==> src/rtl/v_hier_pkg.sv <==
// Shared types and constants for the 4-bit vector serial link.
//   rx_state_e : receiver FSM state encoding (3 bits)
//   IDLE_LEVEL : level of the serial line between frames
//   FRAME_LEN  : samples per frame for the default build (start + data + parity + stop)
package v_hier_pkg;

  typedef enum logic [2:0] {
    ST_IDLE   = 3'd0,
    ST_DATA   = 3'd1,
    ST_PARITY = 3'd2,
    ST_STOP   = 3'd3,
    ST_BREAK  = 3'd4
  } rx_state_e;

  localparam logic        IDLE_LEVEL    = 1'b1;
  localparam int unsigned DEF_WIDTH     = 4;
  localparam int unsigned DEF_PARITY_EN = 1;
  localparam int unsigned FRAME_LEN     = 2 + DEF_WIDTH + DEF_PARITY_EN;

endpackage

==> src/rtl/v_hier_vecrx_if.sv <==
// Serial-in / parallel-out bus of the vector receiver.
//   master : serial source and word consumer (drives sdi, sdi_en, qvec_ready)
//   slave  : the receiver (drives qvec, qvec_valid and the error pulses)
interface v_hier_vecrx_if #(
  parameter int unsigned WIDTH = 4
) ();
  logic             sdi;
  logic             sdi_en;
  logic             qvec_ready;
  logic [WIDTH-1:0] qvec;
  logic             qvec_valid;
  logic             par_err;
  logic             frm_err;
  logic             ovf_err;

  modport master (
    output sdi, sdi_en, qvec_ready,
    input  qvec, qvec_valid, par_err, frm_err, ovf_err
  );

  modport slave (
    input  sdi, sdi_en, qvec_ready,
    output qvec, qvec_valid, par_err, frm_err, ovf_err
  );
endinterface

==> src/rtl/v_hier_vecfifo.sv <==
// 2-entry word FIFO with a registered head output.
//   clk, reset : clock, synchronous active-high reset
//   push_i     : write din_i (accepted when not full, or when a pop happens the same cycle)
//   pop_i      : consumer ready; pops only while non-empty
//   dout_o     : head word, holds its last value while empty
//   valid_o    : FIFO non-empty
//   full_o     : FIFO holds 2 words
module v_hier_vecfifo #(
  parameter int unsigned WIDTH = 4
) (
  input  logic             clk,
  input  logic             reset,
  input  logic             push_i,
  input  logic [WIDTH-1:0] din_i,
  input  logic             pop_i,
  output logic [WIDTH-1:0] dout_o,
  output logic             valid_o,
  output logic             full_o
);

  logic [WIDTH-1:0] mem_q [2];
  logic             wr_ptr_q, wr_ptr_d;
  logic             rd_ptr_q, rd_ptr_d;
  logic [1:0]       count_q, count_d;
  logic [WIDTH-1:0] dout_q, dout_d;
  logic             valid_q, full_q;
  logic             pop_c, push_c;

  // Next pointers, count and head word as seen after this edge
  always_comb begin
    pop_c    = pop_i && (count_q != 2'd0);
    push_c   = push_i && ((count_q != 2'd2) || pop_c);
    wr_ptr_d = wr_ptr_q ^ push_c;
    rd_ptr_d = rd_ptr_q ^ pop_c;
    count_d  = count_q;
    dout_d   = dout_q;
    case ({push_c, pop_c})
      2'b10:   count_d = count_q + 2'd1;
      2'b01:   count_d = count_q - 2'd1;
      default: count_d = count_q;
    endcase
    // Head after a pop is the other stored entry, or the incoming word if none remains
    if (pop_c) begin
      if (count_q == 2'd2) dout_d = mem_q[~rd_ptr_q];
      else if (push_c)     dout_d = din_i;
    end else if (push_c && (count_q == 2'd0)) begin
      dout_d = din_i;
    end
  end

  always_ff @(posedge clk) begin
    if (reset) begin
      wr_ptr_q <= 1'b0;
      rd_ptr_q <= 1'b0;
      count_q  <= 2'd0;
      dout_q   <= '0;
      valid_q  <= 1'b0;
      full_q   <= 1'b0;
    end else begin
      wr_ptr_q <= wr_ptr_d;
      rd_ptr_q <= rd_ptr_d;
      count_q  <= count_d;
      dout_q   <= dout_d;
      valid_q  <= (count_d != 2'd0);
      full_q   <= (count_d == 2'd2);
    end
  end

  // Storage needs no reset; validity is tracked by the count
  always_ff @(posedge clk) begin
    if (push_c) mem_q[wr_ptr_q] <= din_i;
  end

  assign dout_o  = dout_q;
  assign valid_o = valid_q;
  assign full_o  = full_q;

endmodule

==> src/rtl/v_hier_vecrx.sv <==
// Serial receiver for the vector link: deframes start/data/parity/stop samples
// into WIDTH-bit words, checks parity and stop bit, and queues good words.
//   clk, reset : clock, synchronous active-high reset
//   bus        : slave side of v_hier_vecrx_if (sdi/sdi_en in, qvec handshake out,
//                one-cycle par_err/frm_err/ovf_err pulses)
module v_hier_vecrx
  import v_hier_pkg::*;
#(
  parameter int unsigned WIDTH     = DEF_WIDTH,
  parameter bit          PARITY_EN = 1'b1
) (
  input logic            clk,
  input logic            reset,
  v_hier_vecrx_if.slave  bus
);

  localparam int unsigned CNT_W = (WIDTH > 1) ? $clog2(WIDTH) : 1;

  rx_state_e        state_q, state_d;
  logic [CNT_W-1:0] cnt_q, cnt_d;
  logic [WIDTH-1:0] shreg_q, shreg_d;
  logic             par_q, par_d;
  logic             par_err_q, par_err_d;
  logic             frm_err_q, frm_err_d;
  logic             ovf_err_q, ovf_err_d;
  logic             push_c;
  logic             parity_ok_c;
  logic             fifo_valid, fifo_full;
  logic [WIDTH-1:0] fifo_dout;

  // Even parity: data and parity bit together must reduce to 0
  assign parity_ok_c = PARITY_EN ? ~(^shreg_q ^ par_q) : 1'b1;

  // Frame FSM; advances only on sdi_en samples
  always_comb begin
    state_d   = state_q;
    cnt_d     = cnt_q;
    shreg_d   = shreg_q;
    par_d     = par_q;
    par_err_d = 1'b0;
    frm_err_d = 1'b0;
    ovf_err_d = 1'b0;
    push_c    = 1'b0;
    if (bus.sdi_en) begin
      case (state_q)
        ST_IDLE: begin
          if (bus.sdi != IDLE_LEVEL) begin
            state_d = ST_DATA;
            cnt_d   = '0;
          end
        end
        ST_DATA: begin
          shreg_d[cnt_q] = bus.sdi;
          if (cnt_q == CNT_W'(WIDTH - 1)) state_d = PARITY_EN ? ST_PARITY : ST_STOP;
          else                            cnt_d   = cnt_q + CNT_W'(1);
        end
        ST_PARITY: begin
          par_d   = bus.sdi;
          state_d = ST_STOP;
        end
        ST_STOP: begin
          if (bus.sdi) begin
            state_d = ST_IDLE;
            if (!parity_ok_c) begin
              par_err_d = 1'b1;
            end else if (fifo_full && !(fifo_valid && bus.qvec_ready)) begin
              ovf_err_d = 1'b1;
            end else begin
              push_c = 1'b1;
            end
          end else begin
            frm_err_d = 1'b1;
            state_d   = ST_BREAK;
          end
        end
        ST_BREAK: begin
          if (bus.sdi) state_d = ST_IDLE;
        end
        default: state_d = ST_IDLE;
      endcase
    end
  end

  always_ff @(posedge clk) begin
    if (reset) begin
      state_q   <= ST_IDLE;
      cnt_q     <= '0;
      shreg_q   <= '0;
      par_q     <= 1'b0;
      par_err_q <= 1'b0;
      frm_err_q <= 1'b0;
      ovf_err_q <= 1'b0;
    end else begin
      state_q   <= state_d;
      cnt_q     <= cnt_d;
      shreg_q   <= shreg_d;
      par_q     <= par_d;
      par_err_q <= par_err_d;
      frm_err_q <= frm_err_d;
      ovf_err_q <= ovf_err_d;
    end
  end

  v_hier_vecfifo #(
    .WIDTH (WIDTH)
  ) u_fifo (
    .clk     (clk),
    .reset   (reset),
    .push_i  (push_c),
    .din_i   (shreg_q),
    .pop_i   (bus.qvec_ready),
    .dout_o  (fifo_dout),
    .valid_o (fifo_valid),
    .full_o  (fifo_full)
  );

  assign bus.qvec       = fifo_dout;
  assign bus.qvec_valid = fifo_valid;
  assign bus.par_err    = par_err_q;
  assign bus.frm_err    = frm_err_q;
  assign bus.ovf_err    = ovf_err_q;

endmodule

==> src/flat_wrapper.sv <==
// flat-port wrapper written by rule: the top's interface ports become plain ports
module v_hier_vecrx_flat import v_hier_pkg::*;
#(
  parameter int unsigned WIDTH     = DEF_WIDTH,
  parameter bit          PARITY_EN = 1'b1
)
  (clk, reset, bus_sdi, bus_sdi_en, bus_qvec_ready, bus_qvec, bus_qvec_valid, bus_par_err, bus_frm_err, bus_ovf_err);
  v_hier_vecrx_if #(.WIDTH(WIDTH)) bus_i ();
  input logic clk;
  input logic reset;
  input wire logic [$bits(bus_i.sdi)-1:0] bus_sdi;
  input wire logic [$bits(bus_i.sdi_en)-1:0] bus_sdi_en;
  input wire logic [$bits(bus_i.qvec_ready)-1:0] bus_qvec_ready;
  output wire logic [$bits(bus_i.qvec)-1:0] bus_qvec;
  output wire logic [$bits(bus_i.qvec_valid)-1:0] bus_qvec_valid;
  output wire logic [$bits(bus_i.par_err)-1:0] bus_par_err;
  output wire logic [$bits(bus_i.frm_err)-1:0] bus_frm_err;
  output wire logic [$bits(bus_i.ovf_err)-1:0] bus_ovf_err;
  assign bus_i.sdi = bus_sdi;
  assign bus_i.sdi_en = bus_sdi_en;
  assign bus_i.qvec_ready = bus_qvec_ready;
  assign bus_qvec = bus_i.qvec;
  assign bus_qvec_valid = bus_i.qvec_valid;
  assign bus_par_err = bus_i.par_err;
  assign bus_frm_err = bus_i.frm_err;
  assign bus_ovf_err = bus_i.ovf_err;
  v_hier_vecrx #(.WIDTH(WIDTH), .PARITY_EN(PARITY_EN)) u_core (.clk(clk), .reset(reset), .bus(bus_i));
endmodule
==> config.mk <==
export PLATFORM = sky130hd
export DESIGN_NAME = v_hier_vecrx_flat
export DESIGN_NICKNAME = d
export VERILOG_FILES = /design/src/rtl/v_hier_pkg.sv /design/src/rtl/v_hier_vecrx_if.sv /design/src/rtl/v_hier_vecfifo.sv /design/src/rtl/v_hier_vecrx.sv /design/src/flat_wrapper.sv
export SDC_FILE = /design/constraint.sdc
export NUM_CORES = 1
export LEC_CHECK = 0
export CAP_MARGIN = 20
export CORE_MARGIN = 4
export CORE_UTILIZATION = 54
export DETAILED_ROUTE_END_ITERATION = 6
export PLACE_DENSITY = 0.75
export SYNTH_ARGS = -nofsm -noshare
export SYNTH_HDL_FRONTEND = slang
export SYNTH_SLANG_ARGS = --single-unit
==> constraint.sdc <==
create_clock -name clk -period 5.98 [get_ports clk]
set_clock_uncertainty 0.05 [all_clocks]
set_input_delay 1.196 -clock clk [delete_from_list [all_inputs] [get_ports clk]]
set_output_delay 1.196 -clock clk [all_outputs]
set_load 0.03 [all_outputs]
==> out/metrics.csv <==
metric,value,unit
"most common cell after layout, fill and taps aside",dfxtp_1,
die width,60.56,um
CP Launch Point,bus_sdi,
I/O pins,13,
Setup crit end kind,flop,
RR Startpoint,u_core.shreg_q[2]$_SDFFE_PP0P_,
via count of the first global-routing pass,1017,
final setup violation count,0,
Crit path required time,6110,ps
worst-path fanout max,10,
# H-tree levels,2,
timing-limited maximum frequency,0.2876,GHz
overall overflow remaining after global route,0,
number of clock sinks,31,
run status,completed,
worst hold slack,456.7,ps
end of the worst register-to-register path,u_core.u_fifo.dout_o[0]$_SDFFE_PP0P_,
number of nets still failing antenna checks after routing,0,
count of final hold-check violations,0,
final routed wirelength across all metal layers,2603,um
hold buffer count at CTS,0,
Pre-Repair DR Iteration Count,4,
clock tree root buffer cell,clkbuf_4,
number of cells on the worst reg-to-reg path,8,
most used cells in the layout excluding fill and tap cells,"dfxtp_1 (23), nor2_1 (22), mux2i_1 (14)",
VDD IR-drop max,0.2539,mV
fraction of synthesis flops using an asynchronous set or reset pin,0,
setup slack of the most critical reg-to-reg path,3270,ps
worst slack at placement,2178,ps
largest net degree at the start of global routing,23,
startpoint of the worst hold path,u_core.cnt_q[0]$_SDFFE_PP0P_,
starting density of the core,0.5860,
maximum count of clock buffers along a single path,2,
sort of element at the start of the critical path,input pin,
kind of critical path,input pin to flop,
kind of path behind the tightest hold check,flop to flop,
count of flip-flops with a built-in enable after synthesis,8,
total nets after synthesis,158,
core box area,0.002545,mm2
buffers added on ports,12,
fraction of the cycle the final worst path needs,0.5815,
number of register bits inferred by synthesis,31,
die outline area,0.003667,mm2
Hold Path Sink,u_core.cnt_q[0]$_SDFFE_PP0P_,
Worst-path clk slew,100,ps
arrival time worst endpoint,3610,ps
number of DRC markers in iteration 0,29,
Yosys cell types,31,
final weighted congestion in routability-driven placement,0.8692,
number of cells on the worst hold path,2,
share of the yosys chip area belonging to registers,0.4698,
die boundary height,60.56,um
vias,1045,
final period demand of the worst path,3477,ps
antenna violations before repair,0,
Inserted Diodes,0,
Maximum Capacitance Violations,0,
instance area after placement,0.001620,mm2
TritonCTS clock tree,built,
TritonCTS buffer count,5,
global-route usage over all layers,0.1748,
actual transition at the worst max-transition pin,782.1,ps
final count of pins violating max slew,0,
global-route wire length before repair,4705,um
instance count of the mapped netlist,146,
syn_area_per_cell,10.22,um2
placement row count,18,
overall power consumption,402.7,uW
post-detail-place hpwl,1948,um
routed vias/inst,5.529,
Final nets,170,
total power density per cell area,237.3,mW/mm2
# Post-CTS Setup Buffers,0,
DRC violations left,0,
synthesized area,0.001491,mm2
routed length per placed instance,13.77,um
RSZ-0062 raised after global routing,false,
number of warnings printed during yosys synthesis,0,
accumulated negative setup slack,0,ps
share of layout cells above drive strength 1,0.07547,
predominant post-synthesis flop cell,dfxtp_1,
combined area of the multi-input logic cells,735.7,um2
relative slew slack,0.4770,
register cell area after layout,700.7,um2
relative area change from synthesis to final layout,13.76,%
leakage power summed over all cells,0.6546,nW
Final WS setup,2503,ps
clock latency on the worst-skew pair,320,ps
"Non-Filler Cell Area, Final",0.001697,mm2
Layout fillers,204,
number of gates resized after CTS,0,
## state kept, by name, summed over array words and instances, names as in the netlist, 2 cells and up
register and cells:
u_core.cnt_q 2, u_core.shreg_q 4, u_core.u_fifo.dout_o 4, u_core.state_q 3, u_core.u_fifo.mem_q 8, u_core.u_fifo.count_q 2
## how the worst max path moves through the flow
stage	endpoint	slack, ps	depth (start not counted)
detailed placement	u_core.u_fifo.dout_o[2]$_SDFFE_PP0P_	2180	9
global placement	u_core.u_fifo.dout_o[0]$_SDFFE_PP0P_	2320	9
finish	u_core.u_fifo.dout_o[0]$_SDFFE_PP0P_	2500	9
CTS	u_core.u_fifo.dout_o[0]$_SDFFE_PP0P_	2500	9
global route	u_core.u_fifo.dout_o[0]$_SDFFE_PP0P_	2290	9
floorplan	u_core.u_fifo.dout_o[1]$_SDFFE_PP0P_	2890	9
## synth_stat cells, drive strengths merged (2+ instances only)
| library cell | instances | area (um2) |
|---|---|---|
| a21oi | 8 | 40.04 |
| nor3 | 3 | 15.01 |
| xor2 | 2 | 17.52 |
| clkbuf | 5 | 18.77 |
| inv | 7 | 26.28 |
| nand2b | 3 | 18.77 |
| mux2i | 14 | 140.1 |
| nand3 | 5 | 25.02 |
| nand2 | 10 | 37.54 |
| buf | 2 | 10.01 |
| nor2 | 22 | 82.58 |
| nand4 | 2 | 12.51 |
| o21ai | 8 | 40.04 |
| edfxtp | 8 | 240.2 |
| ha | 7 | 87.58 |
| dfxtp | 23 | 460.4 |
| xnor2 | 5 | 70.08 |
## per-layer routing
| layer | vias to the layer above | GRT usage | part of all wire |
|---|---|---|---|
| li1 | 529 | - | - |
| met1 | 496 | 0.2132 | 0.44 |
| met2 | 16 | 0.3009 | 0.51 |
| met3 | 4 | 0.05319 | 0.041 |
| met4 | 0 | 0.04644 | 0.011 |
| met5 | - | 0 | 0 |
## critical path, stage by stage
cell and delay [ps]:
clkdlybuf4s50_1 670, nand3_1 150, nor2_1 280, nand3_1 170, ha_1 310, a2111oi_4 390, a32oi_4 190, mux2i_1 200
nor2_1 50
## stage by stage
stage | instances | util
after floorplan | 146 | -
after global placement | 181 | 0.6367
after detailed placement | 181 | 0.6367
after CTS | 189 | 0.6667
after global routing | 189 | 0.6667
final | 189 | 0.6667
## layout make-up
| class | count | area share |
|---|---|---|
| flip-flops and latches | 31 | 0.4130 |
| inverters | 7 | 0.01549 |
| clock inverters | 3 | 0.02286 |
| clock buffers | 5 | 0.02212 |
| repair buffers | 12 | 0.07080 |
| well taps | 30 | 0.02212 |
| multi-input cells | 101 | 0.4336 |
## cells by family (layout without fill, tap and decap cells)
kind of cell	Yosys count	after routing	synth area share
muxes	14	14	0.09396
xor gates and xnor gates	8	8	0.07467
AOI/OAI and AO/OA	22	22	0.1116
DFF	31	31	0.4698
adders and majority gates	7	7	0.05872
and+or+nand+nor	50	50	0.1544
buffers and inverters	14	27	0.03692
## where the power goes
| part | leakage [nW] | total (mW) | internal, mW | switching (mW) |
|---|---|---|---|---|
| Clock | 0.0426 | 0.155 | 0.0860 | 0.0686 |
| Sequential | 0.261 | 0.221 | 0.216 | 0.00469 |
| Combinational | 0.351 | 0.0270 | 0.0108 | 0.0162 |
| Total | 0.655 | 0.403 | 0.313 | 0.0895 |
Note: power is estimated with default switching activity, not from simulation.
